File: config.mk
export PLATFORM = sky130hd
export DESIGN_NAME = uart_cfg_frame_rx_flat
export DESIGN_NICKNAME = d
export VERILOG_FILES = /design/src/rtl/uart_cfg_pkg.sv /design/src/rtl/uart_cfg_frame_rx_if.sv /design/src/rtl/uart_cfg_byte_rx.sv /design/src/rtl/uart_cfg_frame_rx.sv /design/src/flat_wrapper.sv
export SDC_FILE = /design/constraint.sdc
export NUM_CORES = 1
export LEC_CHECK = 0
export CORE_MARGIN = 4
export CORE_UTILIZATION = 30
export CTS_BUF_LIST = sky130_fd_sc_hd__clkbuf_4
export CTS_CLUSTER_DIAMETER = 120
export DETAILED_ROUTE_END_ITERATION = 7
export PLACE_DENSITY = 0.56
export SYNTH_ARGS = -nofsm -noshare
export SYNTH_HDL_FRONTEND = slang
export SYNTH_SLANG_ARGS = --single-unit
File: constraint.sdc
create_clock -name clock_bps -period 2.38 [get_ports clock_bps]
set_clock_uncertainty 0.2 [all_clocks]
set_input_delay 0.476 -clock clock_bps [delete_from_list [all_inputs] [get_ports clock_bps]]
set_output_delay 0.476 -clock clock_bps [all_outputs]
set_load 0.1 [all_outputs]
File: src/rtl/uart_cfg_pkg.sv
// rtl/uart_cfg_pkg.sv - shared types, reset constants and decode helpers for the config-frame receiver
// Contents:
//   byte_state_t   : byte receiver FSM encoding
//   parser_state_t : frame parser FSM encoding
//   BPS_DIV_RST, DATA_SIZE_RST, STOP_SIZE_RST : output reset values
//   baud_div()     : 16-entry baud divisor table
//   stop_ticks()   : stop-length code to 16x ticks
package uart_cfg_pkg;

  typedef enum logic [1:0] {
    B_IDLE  = 2'd0,
    B_START = 2'd1,
    B_DATA  = 2'd2,
    B_STOP  = 2'd3
  } byte_state_t;

  typedef enum logic [2:0] {
    P_HDR0 = 3'd0,
    P_HDR1 = 3'd1,
    P_PAY  = 3'd2,
    P_CHK  = 3'd3,
    P_TAIL = 3'd4
  } parser_state_t;

  localparam logic [15:0] BPS_DIV_RST   = 16'd325;
  localparam logic [3:0]  DATA_SIZE_RST = 4'd8;
  localparam logic [5:0]  STOP_SIZE_RST = 6'd16;

  function automatic logic [15:0] baud_div(input logic [3:0] sel);
    case (sel)
      4'd0:    baud_div = 16'd28409;
      4'd1:    baud_div = 16'd10416;
      4'd2:    baud_div = 16'd5208;
      4'd3:    baud_div = 16'd2604;
      4'd4:    baud_div = 16'd1302;
      4'd5:    baud_div = 16'd651;
      4'd6:    baud_div = 16'd325;
      4'd7:    baud_div = 16'd217;
      4'd8:    baud_div = 16'd162;
      4'd9:    baud_div = 16'd81;
      4'd10:   baud_div = 16'd72;
      4'd11:   baud_div = 16'd55;
      4'd12:   baud_div = 16'd54;
      4'd13:   baud_div = 16'd27;
      4'd14:   baud_div = 16'd24;
      default: baud_div = 16'd12;
    endcase
  endfunction

  // Code 3 is reserved and falls back to a single stop bit.
  function automatic logic [5:0] stop_ticks(input logic [1:0] code);
    case (code)
      2'd1:    stop_ticks = 6'd24;
      2'd2:    stop_ticks = 6'd32;
      default: stop_ticks = 6'd16;
    endcase
  endfunction

endpackage

File: src/rtl/uart_cfg_frame_rx_if.sv
// rtl/uart_cfg_frame_rx_if.sv - decoded configuration bundle driven by the frame receiver
// Signals:
//   cfg_payload  : last accepted payload, byte 0 in the MSBs
//   bps_div, data_size, stop_size, parity_check : decoded UART settings
//   cfg_valid, cfg_chk_err, frame_err, cfg_timeout : 1-cycle event pulses
// Modports: master (receiver drives), slave (UART cores consume)
interface uart_cfg_frame_rx_if #(
  parameter int PAYLOAD_BYTES = 2
);
  logic [8*PAYLOAD_BYTES-1:0] cfg_payload;
  logic [15:0]                bps_div;
  logic [3:0]                 data_size;
  logic [5:0]                 stop_size;
  logic [1:0]                 parity_check;
  logic                       cfg_valid;
  logic                       cfg_chk_err;
  logic                       frame_err;
  logic                       cfg_timeout;

  modport master (
    output cfg_payload, bps_div, data_size, stop_size, parity_check,
    output cfg_valid, cfg_chk_err, frame_err, cfg_timeout
  );

  modport slave (
    input cfg_payload, bps_div, data_size, stop_size, parity_check,
    input cfg_valid, cfg_chk_err, frame_err, cfg_timeout
  );
endinterface

File: src/rtl/uart_cfg_byte_rx.sv
// rtl/uart_cfg_byte_rx.sv - synchroniser and 16x-oversampled 8N1 byte receiver
// Ports:
//   clock_bps    in  : 16x baud sample clock
//   reset_n      in  : asynchronous active-low reset
//   control_data in  : asynchronous serial line, idle high
//   rx_byte      out : last assembled byte (valid with byte_valid)
//   byte_valid   out : 1-cycle pulse at a stop-bit centre sampled high
//   frame_err    out : 1-cycle pulse at a stop-bit centre sampled low
module uart_cfg_byte_rx
  import uart_cfg_pkg::*;
(
  input  logic       clock_bps,
  input  logic       reset_n,
  input  logic       control_data,
  output logic [7:0] rx_byte,
  output logic       byte_valid,
  output logic       frame_err
);

  logic        sync1, rx_s, rx_d;
  logic        rx_fall;
  byte_state_t state, state_nx;
  logic [3:0]  cnt;
  logic [2:0]  dcnt;
  logic [7:0]  data_q;

  // Flops reset to the idle level so releasing reset never looks like a start edge.
  always_ff @(posedge clock_bps or negedge reset_n) begin
    if (!reset_n) begin
      sync1 <= 1'b1;
      rx_s  <= 1'b1;
      rx_d  <= 1'b1;
    end else begin
      sync1 <= control_data;
      rx_s  <= sync1;
      rx_d  <= rx_s;
    end
  end

  // Arming on a falling edge keeps a line held low after a framing error
  // from being mistaken for a fresh start bit.
  assign rx_fall = rx_d & ~rx_s;

  always_ff @(posedge clock_bps or negedge reset_n) begin
    if (!reset_n) state <= B_IDLE;
    else          state <= state_nx;
  end

  always_comb begin
    state_nx = state;
    case (state)
      B_IDLE:  if (rx_fall) state_nx = B_START;
      B_START: begin
        if (rx_s)             state_nx = B_IDLE;
        else if (cnt == 4'd7) state_nx = B_DATA;
      end
      B_DATA:  if (cnt == 4'd15 && dcnt == 3'd7) state_nx = B_STOP;
      B_STOP:  if (cnt == 4'd15) state_nx = B_IDLE;
      default: state_nx = B_IDLE;
    endcase
  end

  always_comb begin
    byte_valid = 1'b0;
    frame_err  = 1'b0;
    if (state == B_STOP && cnt == 4'd15) begin
      byte_valid = rx_s;
      frame_err  = ~rx_s;
    end
  end

  // START counts the 8 low samples up to mid start bit; DATA/STOP then
  // sample every 16th cycle so each bit is taken at its centre.
  always_ff @(posedge clock_bps or negedge reset_n) begin
    if (!reset_n) begin
      cnt    <= 4'd0;
      dcnt   <= 3'd0;
      data_q <= 8'd0;
    end else begin
      case (state)
        B_START: begin
          if (rx_s || cnt == 4'd7) cnt <= 4'd0;
          else                     cnt <= cnt + 4'd1;
          dcnt <= 3'd0;
        end
        B_DATA: begin
          cnt <= cnt + 4'd1;
          if (cnt == 4'd15) begin
            data_q[dcnt] <= rx_s;
            dcnt         <= dcnt + 3'd1;
          end
        end
        B_STOP:  cnt <= cnt + 4'd1;
        default: begin
          cnt  <= 4'd0;
          dcnt <= 3'd0;
        end
      endcase
    end
  end

  assign rx_byte = data_q;

endmodule

File: src/rtl/uart_cfg_frame_rx.sv
// rtl/uart_cfg_frame_rx.sv - configuration frame parser, checksum, decode and optional timeout
// Optional feature macro: UART_CFG_TIMEOUT_EN (inter-byte timeout counter)
// Ports:
//   clock_bps    in  : 16x baud sample clock
//   reset_n      in  : asynchronous active-low reset
//   control_data in  : serial control line, idle high
//   cfg          master modport of uart_cfg_frame_rx_if : decoded settings and event pulses
module uart_cfg_frame_rx
  import uart_cfg_pkg::*;
#(
  parameter int          PAYLOAD_BYTES = 2,
  parameter logic [7:0]  HDR0          = 8'hAA,
  parameter logic [7:0]  HDR1          = 8'h55,
  parameter logic [7:0]  TAIL          = 8'h55,
  parameter logic [15:0] TIMEOUT_CYC   = 16'd2560
) (
  input  logic                  clock_bps,
  input  logic                  reset_n,
  input  logic                  control_data,
  uart_cfg_frame_rx_if.master   cfg
);

  localparam int IDX_W = (PAYLOAD_BYTES > 1) ? $clog2(PAYLOAD_BYTES) : 1;

  if (PAYLOAD_BYTES < 2) begin : g_bad_payload
    $error("PAYLOAD_BYTES must be at least 2");
  end
  if (TIMEOUT_CYC == 16'd0) begin : g_bad_timeout
    $error("TIMEOUT_CYC must be non-zero");
  end

  logic [7:0]                 rx_byte;
  logic                       bv, fe, to_hit;
  parser_state_t              pstate, pstate_nx;
  logic [IDX_W-1:0]           idx;
  logic [7:0]                 sum_q, chk_q;
  logic [7:0]                 pay_q [PAYLOAD_BYTES];
  logic [8*PAYLOAD_BYTES-1:0] pay_flat;
  logic [15:0]                w;
  logic                       commit, chk_bad;

  uart_cfg_byte_rx u_byte_rx (
    .clock_bps    (clock_bps),
    .reset_n      (reset_n),
    .control_data (control_data),
    .rx_byte      (rx_byte),
    .byte_valid   (bv),
    .frame_err    (fe)
  );

`ifdef UART_CFG_TIMEOUT_EN
  logic [15:0] to_cnt;

  // Byte events take priority so a timeout never coincides with another pulse.
  assign to_hit = (pstate != P_HDR0) && !bv && !fe && (to_cnt == TIMEOUT_CYC);

  always_ff @(posedge clock_bps or negedge reset_n) begin
    if (!reset_n)                             to_cnt <= 16'd0;
    else if (bv || to_hit || pstate == P_HDR0) to_cnt <= 16'd0;
    else                                      to_cnt <= to_cnt + 16'd1;
  end
`else
  assign to_hit = 1'b0;
`endif

  always_ff @(posedge clock_bps or negedge reset_n) begin
    if (!reset_n) pstate <= P_HDR0;
    else          pstate <= pstate_nx;
  end

  always_comb begin
    pstate_nx = pstate;
    if (fe || to_hit) begin
      pstate_nx = P_HDR0;
    end else if (bv) begin
      case (pstate)
        P_HDR0: if (rx_byte == HDR0) pstate_nx = P_HDR1;
        P_HDR1: begin
          if (rx_byte == HDR1)      pstate_nx = P_PAY;
          else if (rx_byte != HDR0) pstate_nx = P_HDR0;
        end
        P_PAY:  if (idx == IDX_W'(PAYLOAD_BYTES - 1)) pstate_nx = P_CHK;
        P_CHK:  pstate_nx = P_TAIL;
        P_TAIL: pstate_nx = (rx_byte == HDR0 && rx_byte != TAIL) ? P_HDR1 : P_HDR0;
        default: pstate_nx = P_HDR0;
      endcase
    end
  end

  always_comb begin
    commit  = 1'b0;
    chk_bad = 1'b0;
    if (bv && pstate == P_TAIL && rx_byte == TAIL) begin
      commit  = (sum_q == chk_q);
      chk_bad = (sum_q != chk_q);
    end
  end

  always_comb begin
    pay_flat = '0;
    for (int i = 0; i < PAYLOAD_BYTES; i++) begin
      pay_flat[8*(PAYLOAD_BYTES-1-i) +: 8] = pay_q[i];
    end
  end

  assign w = {pay_q[0], pay_q[1]};

  always_ff @(posedge clock_bps or negedge reset_n) begin
    if (!reset_n) begin
      idx   <= '0;
      sum_q <= 8'd0;
      chk_q <= 8'd0;
      for (int i = 0; i < PAYLOAD_BYTES; i++) pay_q[i] <= 8'd0;
    end else if (bv) begin
      case (pstate)
        P_HDR1: begin
          idx   <= '0;
          sum_q <= 8'd0;
        end
        P_PAY: begin
          pay_q[idx] <= rx_byte;
          sum_q      <= sum_q + rx_byte;
          idx        <= idx + 1'b1;
        end
        P_CHK:   chk_q <= rx_byte;
        default: ;
      endcase
    end
  end

  always_ff @(posedge clock_bps or negedge reset_n) begin
    if (!reset_n) begin
      cfg.cfg_payload  <= '0;
      cfg.bps_div      <= BPS_DIV_RST;
      cfg.data_size    <= DATA_SIZE_RST;
      cfg.stop_size    <= STOP_SIZE_RST;
      cfg.parity_check <= 2'd0;
      cfg.cfg_valid    <= 1'b0;
      cfg.cfg_chk_err  <= 1'b0;
      cfg.frame_err    <= 1'b0;
      cfg.cfg_timeout  <= 1'b0;
    end else begin
      cfg.cfg_valid   <= commit;
      cfg.cfg_chk_err <= chk_bad;
      cfg.frame_err   <= fe;
      cfg.cfg_timeout <= to_hit;
      if (commit) begin
        cfg.cfg_payload  <= pay_flat;
        cfg.bps_div      <= baud_div(w[11:8]);
        cfg.data_size    <= 4'd5 + {2'b00, w[5:4]};
        cfg.stop_size    <= stop_ticks(w[3:2]);
        cfg.parity_check <= w[1:0];
      end
    end
  end

endmodule
File: src/flat_wrapper.sv
// flat-port wrapper written by rule: the top's interface ports become plain ports
module uart_cfg_frame_rx_flat import uart_cfg_pkg::*;
#(
  parameter int          PAYLOAD_BYTES = 2,
  parameter logic [7:0]  HDR0          = 8'hAA,
  parameter logic [7:0]  HDR1          = 8'h55,
  parameter logic [7:0]  TAIL          = 8'h55,
  parameter logic [15:0] TIMEOUT_CYC   = 16'd2560
)
  (clock_bps, reset_n, control_data, cfg_cfg_payload, cfg_bps_div, cfg_data_size, cfg_stop_size, cfg_parity_check, cfg_cfg_valid, cfg_cfg_chk_err, cfg_frame_err, cfg_cfg_timeout);
  uart_cfg_frame_rx_if #(.PAYLOAD_BYTES(PAYLOAD_BYTES)) cfg_i ();
  input  logic clock_bps;
  input  logic reset_n;
  input  logic control_data;
  output wire logic [$bits(cfg_i.cfg_payload)-1:0] cfg_cfg_payload;
  output wire logic [$bits(cfg_i.bps_div)-1:0] cfg_bps_div;
  output wire logic [$bits(cfg_i.data_size)-1:0] cfg_data_size;
  output wire logic [$bits(cfg_i.stop_size)-1:0] cfg_stop_size;
  output wire logic [$bits(cfg_i.parity_check)-1:0] cfg_parity_check;
  output wire logic [$bits(cfg_i.cfg_valid)-1:0] cfg_cfg_valid;
  output wire logic [$bits(cfg_i.cfg_chk_err)-1:0] cfg_cfg_chk_err;
  output wire logic [$bits(cfg_i.frame_err)-1:0] cfg_frame_err;
  output wire logic [$bits(cfg_i.cfg_timeout)-1:0] cfg_cfg_timeout;
  assign cfg_cfg_payload = cfg_i.cfg_payload;
  assign cfg_bps_div = cfg_i.bps_div;
  assign cfg_data_size = cfg_i.data_size;
  assign cfg_stop_size = cfg_i.stop_size;
  assign cfg_parity_check = cfg_i.parity_check;
  assign cfg_cfg_valid = cfg_i.cfg_valid;
  assign cfg_cfg_chk_err = cfg_i.cfg_chk_err;
  assign cfg_frame_err = cfg_i.frame_err;
  assign cfg_cfg_timeout = cfg_i.cfg_timeout;
  uart_cfg_frame_rx #(.PAYLOAD_BYTES(PAYLOAD_BYTES), .HDR0(HDR0), .HDR1(HDR1), .TAIL(TAIL), .TIMEOUT_CYC(TIMEOUT_CYC)) u_core (.clock_bps(clock_bps), .reset_n(reset_n), .control_data(control_data), .cfg(cfg_i));
endmodule
=== Word-level counts from Yosys, hierarchy flattened ===
Memory sizes are Yosys's and may differ from the RTL's. A register that Yosys moved wholly into a read port is not among the register bits.
Cells that the tools add are included.

* $add $sub $neg: 5
* Bitwise operators: 4
* Reduce and logical (&&, ||, !) cells: 21
* Equal/unequal tests: 26
* Muxes and demuxes: 31
* Order comparisons: 4

{| class="wikitable"
|+ Operator list
! kind !! count
|-
| two-way mux 3 bit || 7
|-
| bitwise mux 16 bit || 1
|-
| one-hot mux 8 bit (2 select lines) || 1
|-
| one-hot mux 3 bit (5 select lines) || 1
|-
| one-hot mux 6 bit (2 select lines) || 1
|-
| two-way mux 2 bit || 5
|-
| AND reduction 2 bit || 5
|-
| adder 8 bit || 1
|-
| bitwise mux 8 bit || 1
|-
| demux 8 bit (select 1 bit) || 1
|-
| equality test 8 x 7 -> 1 bit (second input constant) || 1
|-
| equality test 8 bit || 1
|-
| equality test 8 bit (second input constant) || 1
|-
| two-way mux 8 bit || 1
|-
| != test 2 bit (second input constant) || 4
|-
| != test 8 x 7 -> 1 bit (second input constant) || 1
|-
| != test 8 bit || 1
|-
| != test 8 bit (second input constant) || 1
|-
| one-hot mux 2 bit (4 select lines) || 1
|-
| one-hot mux 4 bit (2 select lines) || 1
|-
| AND reduction 4 bit || 2
|-
| logical AND 1 bit || 7
|-
| equality test 2 bit (second input constant) || 3
|-
| equality test 3 x 2 -> 1 bit (second input constant) || 2
|-
| 30 further kinds || 40
|}

* Memories: 1
* Register bits: 103
* Input port bits: 3
* Output and inout port bits: 48
* Logic and storage cells: 113
* Bits in read-only memories: 240

{| class="wikitable"
|+ Memory list
! memory !! words !! bits a word !! read ports !! clocked after memory_dff !! wr ports !! RTL line !! text
|-
| (name not given) || 16 || 15 || 1 || 1 || 0 || uart_cfg_pkg.sv:30 || <nowiki>case (sel)</nowiki>
|}

=== Depth between registers and ports, before layout ===
Gate-level depths: netlist (run 1).

* Depth after elaboration: 6
* Depth in mapped cells: 8
* Mapped depth without buffers: 7

=== Hierarchy ===
A second synthesis (run 1) with hierarchy kept.

* Cell total of the unflattened synthesis: 397
* Area, all modules: 4753.3 um^2

{| class="wikitable"
|+ Modules (own cells, without submodules)
! module !! instances !! area an instance (um^2) !! cells each !! seq. area each (um^2)
|-
| uart_cfg_frame_rx || 1 || 3811.2 || 317 || 1934.4
|-
| uart_cfg_byte_rx || 1 || 942.2 || 80 || 504.2
|}

=== Least setup slack after synthesis (run 1) ===
OpenSTA, ideal clock, no wires.

* Kind: register to register
* From: register u_core.pstate[1]
* To: register u_core.cfg.cfg_payload[0]
* Path buffers: 3
* Library setup time: 0.126 ns
* Data arrival time: 2.097 ns
* Required time: 2.054 ns
* Period minus slack after synthesis: 2.422 ns
* Cell stages (with the launch flop): 8
* Setup slack: -0.042 ns
* Path through: dfrtp_1 -> buf_6 -> or3b_4 -> nor4b_2 -> or4b_1 -> buf_6 -> buf_6 -> mux2_4

* Word-level cells in the longest chain between the ends: 4

{| class="wikitable"
|+ RTL lines
! item !! RTL line !! text
|-
| from (decl) || uart_cfg_frame_rx.sv:34 || <nowiki>parser_state_t pstate, pstate_nx;</nowiki>
|-
| from (signal assigned) || uart_cfg_frame_rx.sv:68 || <nowiki>else pstate <= pstate_nx;</nowiki>
|-
| equality test 3 bit || uart_cfg_frame_rx.sv:93 || <nowiki>if (bv && pstate == P_TAIL && rx_byte == TAIL) begin</nowiki>
|-
| logical AND 1 bit (2 in a row) || uart_cfg_frame_rx.sv:93 ||
|-
| two-way mux 1 bit || uart_cfg_frame_rx.sv:93 ||
|-
| to (signal assigned) || uart_cfg_frame_rx.sv:148 || <nowiki>cfg.cfg_payload <= pay_flat;</nowiki>
|-
| to (decl) || uart_cfg_frame_rx_if.sv:21 || <nowiki>output cfg_payload, bps_div, data_size, stop_size, parity_check,</nowiki>
|}

Every way passes these cells.
A chain may end at the register's enable or synchronous reset.

=== Worst setup path in the final report (run 1) ===
* From: register u_core.pstate[1]
* To: register u_core.cfg.cfg_payload[4]

The elaborated chain is that of the path after synthesis.

==> impl_metrics.yaml, run 1 <==
place:
  routabilityCongestion: 0.762
  io_buffers: 45
  hpwlAfterDp_um: 7340
  place_ws_ns: -0.229
min_path:
  hp-class: "reg -> reg"
  hold_depth: 0
  hp-start: "u_core.u_byte_rx.sync1"
  hold_end: "u_core.u_byte_rx.rx_s"
status:
  violations: "setup timing"
  status: "finished, violations left"
power_and_ir_drop:
  power_frac_clock: 0.361
  p_per_area_nw_per_um2: 456
  seqPwrFrac: 0.605
  switching_share: 0.234
  switching_power_w: 0.000641
  p_comb_frac: 0.034
  leakage_nw: 3.01
  internal_power_w: 0.00210
  ir_drop_v: 0.000205
clock_tree:
  clock_sinks: 97
  cts-root-buf: "clkbuf_4"
  cts_buffers: 9
  clkTransAtPathRegs_ns: 0.15
  clockBufferDepth: 2
  clock_latency_ns: 0.45
  cts_tree: "built"
  htreeDepth: 3
global_route:
  grt_busiest_layer: "met2"
  antenna_found_initial: 1
  grt_pass1_vias: 3387
  use_met1: 0.157
  grt_usage: 0.122
  gr-usage-met3: 0.0291
  overflow: 0
  grt_pass1_wl_um: 17600
  use_met2: 0.200
  grt_max_degree: 57
critical_path:
  crit_type: "reg -> reg"
  crit_fanout: 6
  crit_family: "simple AND/OR/NAND/NOR gates"
  critPathCaptureType: "register"
  cp_num_buf_inv: 2
  cp_cell_sequence: "or3b_4 > nor4b_4 > or4b_4 > buf_12 > clkbuf_16 > mux2_4"
  r2r_cells: 6
  cp.depth: 6
  slowest_stage: "or4b_4"
  r2r_end: "u_core.cfg.cfg_payload[4]"
  cp_data_arrival_time_ns: 2.63
  required_ns: 2.54
  critPathLaunchType: "register"
  reg2reg_from: "u_core.pstate[1]"
  slowest_delay_ns: 0.54
  r2r_slack_ns: -0.09
sta:
  fin_hold_ws_ns: 0.168
  max_freq_ghz: 0.405
  fin_crit_sh: 1.04
  max-slew-margin-rel: 0.446
  setup_viol: 17
  drv_slew: 0
  min_period_ns: 2.47
  worst_pin_slew_ns: 0.830
  rsz0062_at_grt: "yes"
  hold_viol: 0
  setup_ws_ns: -0.0911
yosys:
  synth.area.top_cells: "dfrtp_1 46%, mux2_2 8.0%, mux2_4 6.3%, ha_1 4.9%, dfstp_2 4.9%"
  yosysWarningCount: 0
  synthAdderAreaFrac: 0.0537
  ys_seq_elements: 97
  ys_types: 53
  ys_seq_area_frac: 0.508
  synth_top_area_frac: 0.458
  synth_top_family_by_area: "multiplexers"
  synth_common_cells: "88 x dfrtp_1, 34 x mux2_2, 33 x nand2_1"
  synth_compound_area_frac: 0.0920
  synthArstFlopShare: 1.00
  synth_xor_area_frac: 0.0328
  synth_top_area_cell: "dfrtp_1"
  avgSynthCellArea_um2: 11.8
  synth_most_common_cell: "dfrtp_1"
  netlist_area_um2: 4800
  ys.flop_type: "dfrtp_1"
  synth-edff-count: 0
  netlist_instances: 406
  synth_simple_gate_area_frac: 0.125
  synthMuxAreaShare: 0.148
finish:
  drive_gt1_frac: 0.386
  area_delta_synth_final_pct: 25.1
  nNetsFinal: 516
die:
  rows: 45
  fp.dieW_um: 135
  core_um2: 15400
  start_util: 0.311
  dieArea_um2: 18100
  io_pins: 51
  fp.dieH_um: 135
detailed_routing:
  routed_via_density: 4.69
  routed_wl_um: 10900
  drt_pass1_iterations: 4
  drcViolationCount: 0
  drt_iter0_drc: 196
  vias: 3331
  ant_nets: 0
  wl_per_cell_um: 15.3
flow_run:
  max_cap_violations: 0
==> power groups by stage <==
stage | Combinational [W] | Sequential, W | Clock [W]
CTS | 0.0000961 | 0.00166 | 0.00103
global route | 0.000104 | 0.00166 | 0.00109
global placement | 0.0000930 | 0.00169 | 0
finish | 0.0000923 | 0.00166 | 0.000989
detailed placement | 0.0000945 | 0.00169 | 0
floorplan | 0.0000505 | 0.00169 | 0
==> layout by cell type, fill, tap and decap left out, types with 11 or more instances in the layout <==
| master | Yosys | final |
|---|---|---|
| buf_4 | 7 | 92 |
| dfrtp_1 | 88 | 88 |
| mux2_2 | 34 | 34 |
| nand2_1 | 33 | 33 |
| nor2_1 | 22 | 22 |
| mux2_4 | 20 | 20 |
| ha_1 | 19 | 19 |
| o21ai_0 | 19 | 17 |
| xnor2_1 | 16 | 16 |
| a21oi_1 | 15 | 13 |
| a21o_1 | 11 | 11 |
==> sequential cells by signal, indices dropped and copies added (netlist names), 3 cells and up, named ones only <==
signal	flops
u_core.cfg.bps_div	15
u_core.cfg.cfg_payload	16
u_core.cfg.data_size	4
u_core.cfg.stop_size	3
u_core.chk_q	8
u_core.pay_flat	16
u_core.pstate	3
u_core.sum_q	8
u_core.u_byte_rx.cnt	4
u_core.u_byte_rx.dcnt	3
u_core.u_byte_rx.rx_byte	8
==> logic make-up after synthesis <==
group                    after synthesis
buffers and inverters                 33
adder cells (fa/ha/maj)               20
other                                  1
AND/OR/NAND/NOR                      111
AO/OA/AOI/OAI                         69
XOR/XNOR                              18
multiplexers                          57
flip-flops                            97
==> timing repair <==
| action | CTS | global route |
|---|---|---|
| resized for setup | 1 | 17 |
| endpoints found under the hold margin | 24 | 0 |
| buffers inserted | 0 | 2 |
| setup endpoints to repair | 36 | 37 |
| hold buffers | 1 | 0 |
| gates cloned | 2 | 1 |
==> per-layer routing <==
layer / routed length [um] / share of wire
met1: 4800 / 0.44
met2: 5420 / 0.50
met3: 456 / 0.042
met4: 180 / 0.017
met5: 0 / 0
==> per-stage QoR <==
step | power, W | area [um2] | TNS [ns] | util | cells
after global placement | 0.00178 | 5640 | -2.74 | 0.366 | 687
after floorplan | 0.00174 | 4830 | -0.753 | - | 410
after CTS | 0.00278 | 5880 | -1.40 | 0.381 | 706
after detailed placement | 0.00178 | 5640 | -3.92 | 0.366 | 687
after global routing | 0.00285 | 6010 | -2.80 | 0.390 | 710
final | 0.00274 | 6010 | -0.994 | 0.390 | 710
==> how the worst max path moves through the flow <==
| stage | start | endpoint | slack [ns] |
|---|---|---|---|
| finish | u_core.pstate[1] | u_core.cfg.cfg_payload[4] | -0.09 |
| floorplan | u_core.pstate[1] | u_core.cfg.cfg_payload[0] | -0.04 |
| CTS | u_core.pstate[1] | u_core.cfg.cfg_payload[11] | -0.1 |
| global route | u_core.pstate[1] | u_core.cfg.bps_div[9] | -0.15 |
| detailed placement | u_core.pstate[1] | u_core.cfg.bps_div[3] | -0.23 |
| global placement | u_core.pstate[1] | u_core.cfg.bps_div[3] | -0.21 |
==> area by class of cell <==
type / count / area (um2)
inverter: 5 / 18.8
timing repair buffer: 100 / 851
sequential: 97 / 2440
tap: 211 / 264
antenna: 1 / 2.50
multi-input combinational: 280 / 2270
fill: 1501 / 9420
clock buffer: 9 / 67.6
clock inverter: 7 / 93.8
==> worst reg2reg max path, cell delays in order, from the launching register on <==
cell       delay (ns)
dfrtp_1          0.40
or3b_4           0.41
nor4b_4          0.21
or4b_4           0.54
buf_12           0.16
clkbuf_16        0.16
mux2_4           0.29
No activity file was read; power rests on OpenSTA's default activity.
==> run 2, diff against run 1 <==
SYNTH_HIERARCHICAL = 1   (was default)
==> run 2 against run 1 <==
  * The run still ends with setup timing left
  * Clock power is essentially flat
  * Sequential share of layout area grew 0.64 points
  * First-iteration DRC count shrank 3.6%
  * Final area shrank 1.6%
==> impl_metrics.yaml, run 2 <==
critical_path:
  slowest_stage: "dfrtp_1"
  cp_cell_sequence: "ha_4 > and4_4 > and3_4 > and4bb_1 > and4b_1 > and4bb_4 > clkbuf_16 > mux2_4"
  required_ns: 2.54
  crit_type: "reg -> reg"
  cp_data_arrival_time_ns: 2.67
  critPathLaunchType: "register"
  crit_fanout: 5
  slowest_delay_ns: 0.41
  critPathCaptureType: "register"
detailed_routing:
  routed_via_density: 4.61
  vias: 3191
  wl_met2_um: 4760
  ant_nets: 0
  top_layer_used: "met4"
  drcViolationCount: 0
  routed_wl_um: 10000
  dr_wl_met3_um: 365
  wl_per_cell_um: 14.5
  wl_met1_um: 4670
  drt_iter0_drc: 189
  drt_pass1_iterations: 4
die:
  start_util: 0.309
  dieArea_um2: 17900
  rows: 45
  fp.dieW_um: 134
  io_pins: 51
  fp.dieH_um: 134
  core_um2: 15400
sta:
  max-slew-margin-rel: 0.497
  drv_slew: 0
  min_period_ns: 2.51
  setup_ws_ns: -0.129
  setup_viol: 35
  worst_pin_slew_ns: 0.750
  setup-tns-final_ns: -3.32
  max_freq_ghz: 0.399
  rsz0062_at_grt: "yes"
  fin_crit_sh: 1.05
  hold_viol: 0
yosys:
  yosysWarningCount: 21
  synthMuxAreaShare: 0.164
  synth_xor_area_frac: 0.0258
  ys_seq_area_frac: 0.513
  synth_most_common_cell: "dfrtp_1"
  avgSynthCellArea_um2: 12.0
  synth-edff-count: 0
  synth.area.top_cells: "dfrtp_1 46%, mux2_4 7.3%, mux2_2 7.1%, ha_1 5.0%, dfstp_2 5.0%"
  ys.flop_type: "dfrtp_1"
  ys_seq_elements: 97
  synth_simple_gate_area_frac: 0.123
  synth_top_area_cell: "dfrtp_1"
  synth_top_family_by_area: "multiplexers"
  synth_common_cells: "88 x dfrtp_1, 30 x mux2_2, 25 x nor2_1"
  synthAdderAreaFrac: 0.0542
  synth_top_area_frac: 0.463
  ys_types: 51
  synth_compound_area_frac: 0.0750
  netlist_instances: 397
  synthArstFlopShare: 1.00
  netlist_area_um2: 4750
finish:
  num_antenna_cells: 0
  final_core_util: 0.385
  final_common_cell: "dfrtp_1"
  drive_gt1_frac: 0.383
  area_delta_synth_final_pct: 24.5
  final_cell_area_um2: 5920
  nNetsFinal: 499
  nFillCells: 1482
  mostFrequentLayoutCells: "88 x dfrtp_1, 76 x buf_4, 29 x mux2_2, 24 x mux2_4, 22 x nor2_1"
min_path:
  hp-class: "reg -> reg"
clock_tree:
  htreeDepth: 3
  cts_buffers: 9
  cts_tree: "built"
  clkTransAtPathRegs_ns: 0.14
  clockBufferDepth: 2
  clock_latency_ns: 0.47
  clock_sinks: 97
  cts-root-buf: "clkbuf_4"
global_route:
  grt_pass1_vias: 3095
  grt_pass1_wl_um: 15900
  antenna_found_initial: 0
  grt_usage: 0.112
  grt_max_degree: 45
  overflow: 0
status:
  status: "finished, violations left"
  violations: "setup timing"
flow_run:
  max_cap_violations: 0
place:
  placed_area_um2: 5530
  hpwlAfterDp_um: 7020
  routabilityCongestion: 0.782
  io_buffers: 45
power_and_ir_drop:
  p_per_area_nw_per_um2: 463
  ir_drop_v: 0.000213
  leakage_nw: 2.91
run 2: where the power goes:
group	switching (W)	internal (W)	leakage (nW)
sequential	0.00000313	0.00166	1.32
combinational	0.0000772	0.0000194	1.50
clock	0.000538	0.000448	0.0831
run 2: critical path, delay by kind of cell (launching register included):
family / cells / cell delay, ns
and+or+nand+nor: 5 / 1.17
muxes: 1 / 0.29
DFF: 1 / 0.41
adders and majority gates: 1 / 0.15
buffers and inverters: 1 / 0.19
run 2: layout make-up:
type,instances,area [um2],area share
flip-flops and latches,97,2440,0.412
multi-input cells,266,2220,0.375
repair buffers,89,785,0.133
well taps,211,264,0.0446
clock buffers,11,82.6,0.0140
clock inverters,5,80.1,0.0135
inverters,13,48.8,0.00825
run 2: through the flow:
stage / hold WS [ns] / worst slack (ns) / power [W] / cells
after floorplan: -0.0196 / -0.112 / 0.00174 / 401
after global placement: 0.146 / -0.0768 / 0.00179 / 665
after detailed placement: 0.152 / -0.106 / 0.00179 / 665
after CTS: 0.165 / -0.0736 / 0.00280 / 685
after global routing: 0.175 / -0.203 / 0.00287 / 692
final: 0.168 / -0.129 / 0.00274 / 692
run 2: metal layers:
| layer | GRT usage | up-vias |
|---|---|---|
| met5 | 0 | - |
| met4 | 0.0514 | 0 |
| met3 | 0.0263 | 18 |
| met2 | 0.176 | 51 |
| met1 | 0.146 | 1575 |
| li1 | - | 1547 |
run 2: path summary, 6_finish.rpt:
| check | startpoint | endpoint | slack, ns | cells past startpoint |
|---|---|---|---|---|
| hold / removal | u_core/u_byte_rx/sync1 | u_core/u_byte_rx/rx_s | 0.17 | 0 |
| min in group asynchronous | reset_n | u_core/cfg.data_size[2] | 0.26 | 2 |
| hold reg to reg | u_core/u_byte_rx/sync1 | u_core/u_byte_rx/rx_s | 0.17 | 0 |
| setup / recovery | u_core/u_byte_rx/cnt[0] | u_core/cfg.bps_div[13] | -0.13 | 8 |
| max in group asynchronous | reset_n | u_core/cfg.bps_div[0] | 1.00 | 3 |
| setup reg to reg | u_core/u_byte_rx/cnt[0] | u_core/cfg.bps_div[13] | -0.13 | 8 |
run 2: cells by family after synthesis:
group	count (synthesis)
and+or+nand+nor	106
DFF	97
muxes	61
AOI/OAI and AO/OA	60
buffers and inverters	38
adders and majority gates	20
xor gates and xnor gates	14
other	1
run 2: repair_timing:
item	CTS	global route
gates resized for setup	10	22
hold buffers	1	0
gates cloned	0	2
setup endpoints to repair	45	46
pin swaps	0	1
endpoints found under the hold margin	27	0
buffers inserted	3	5
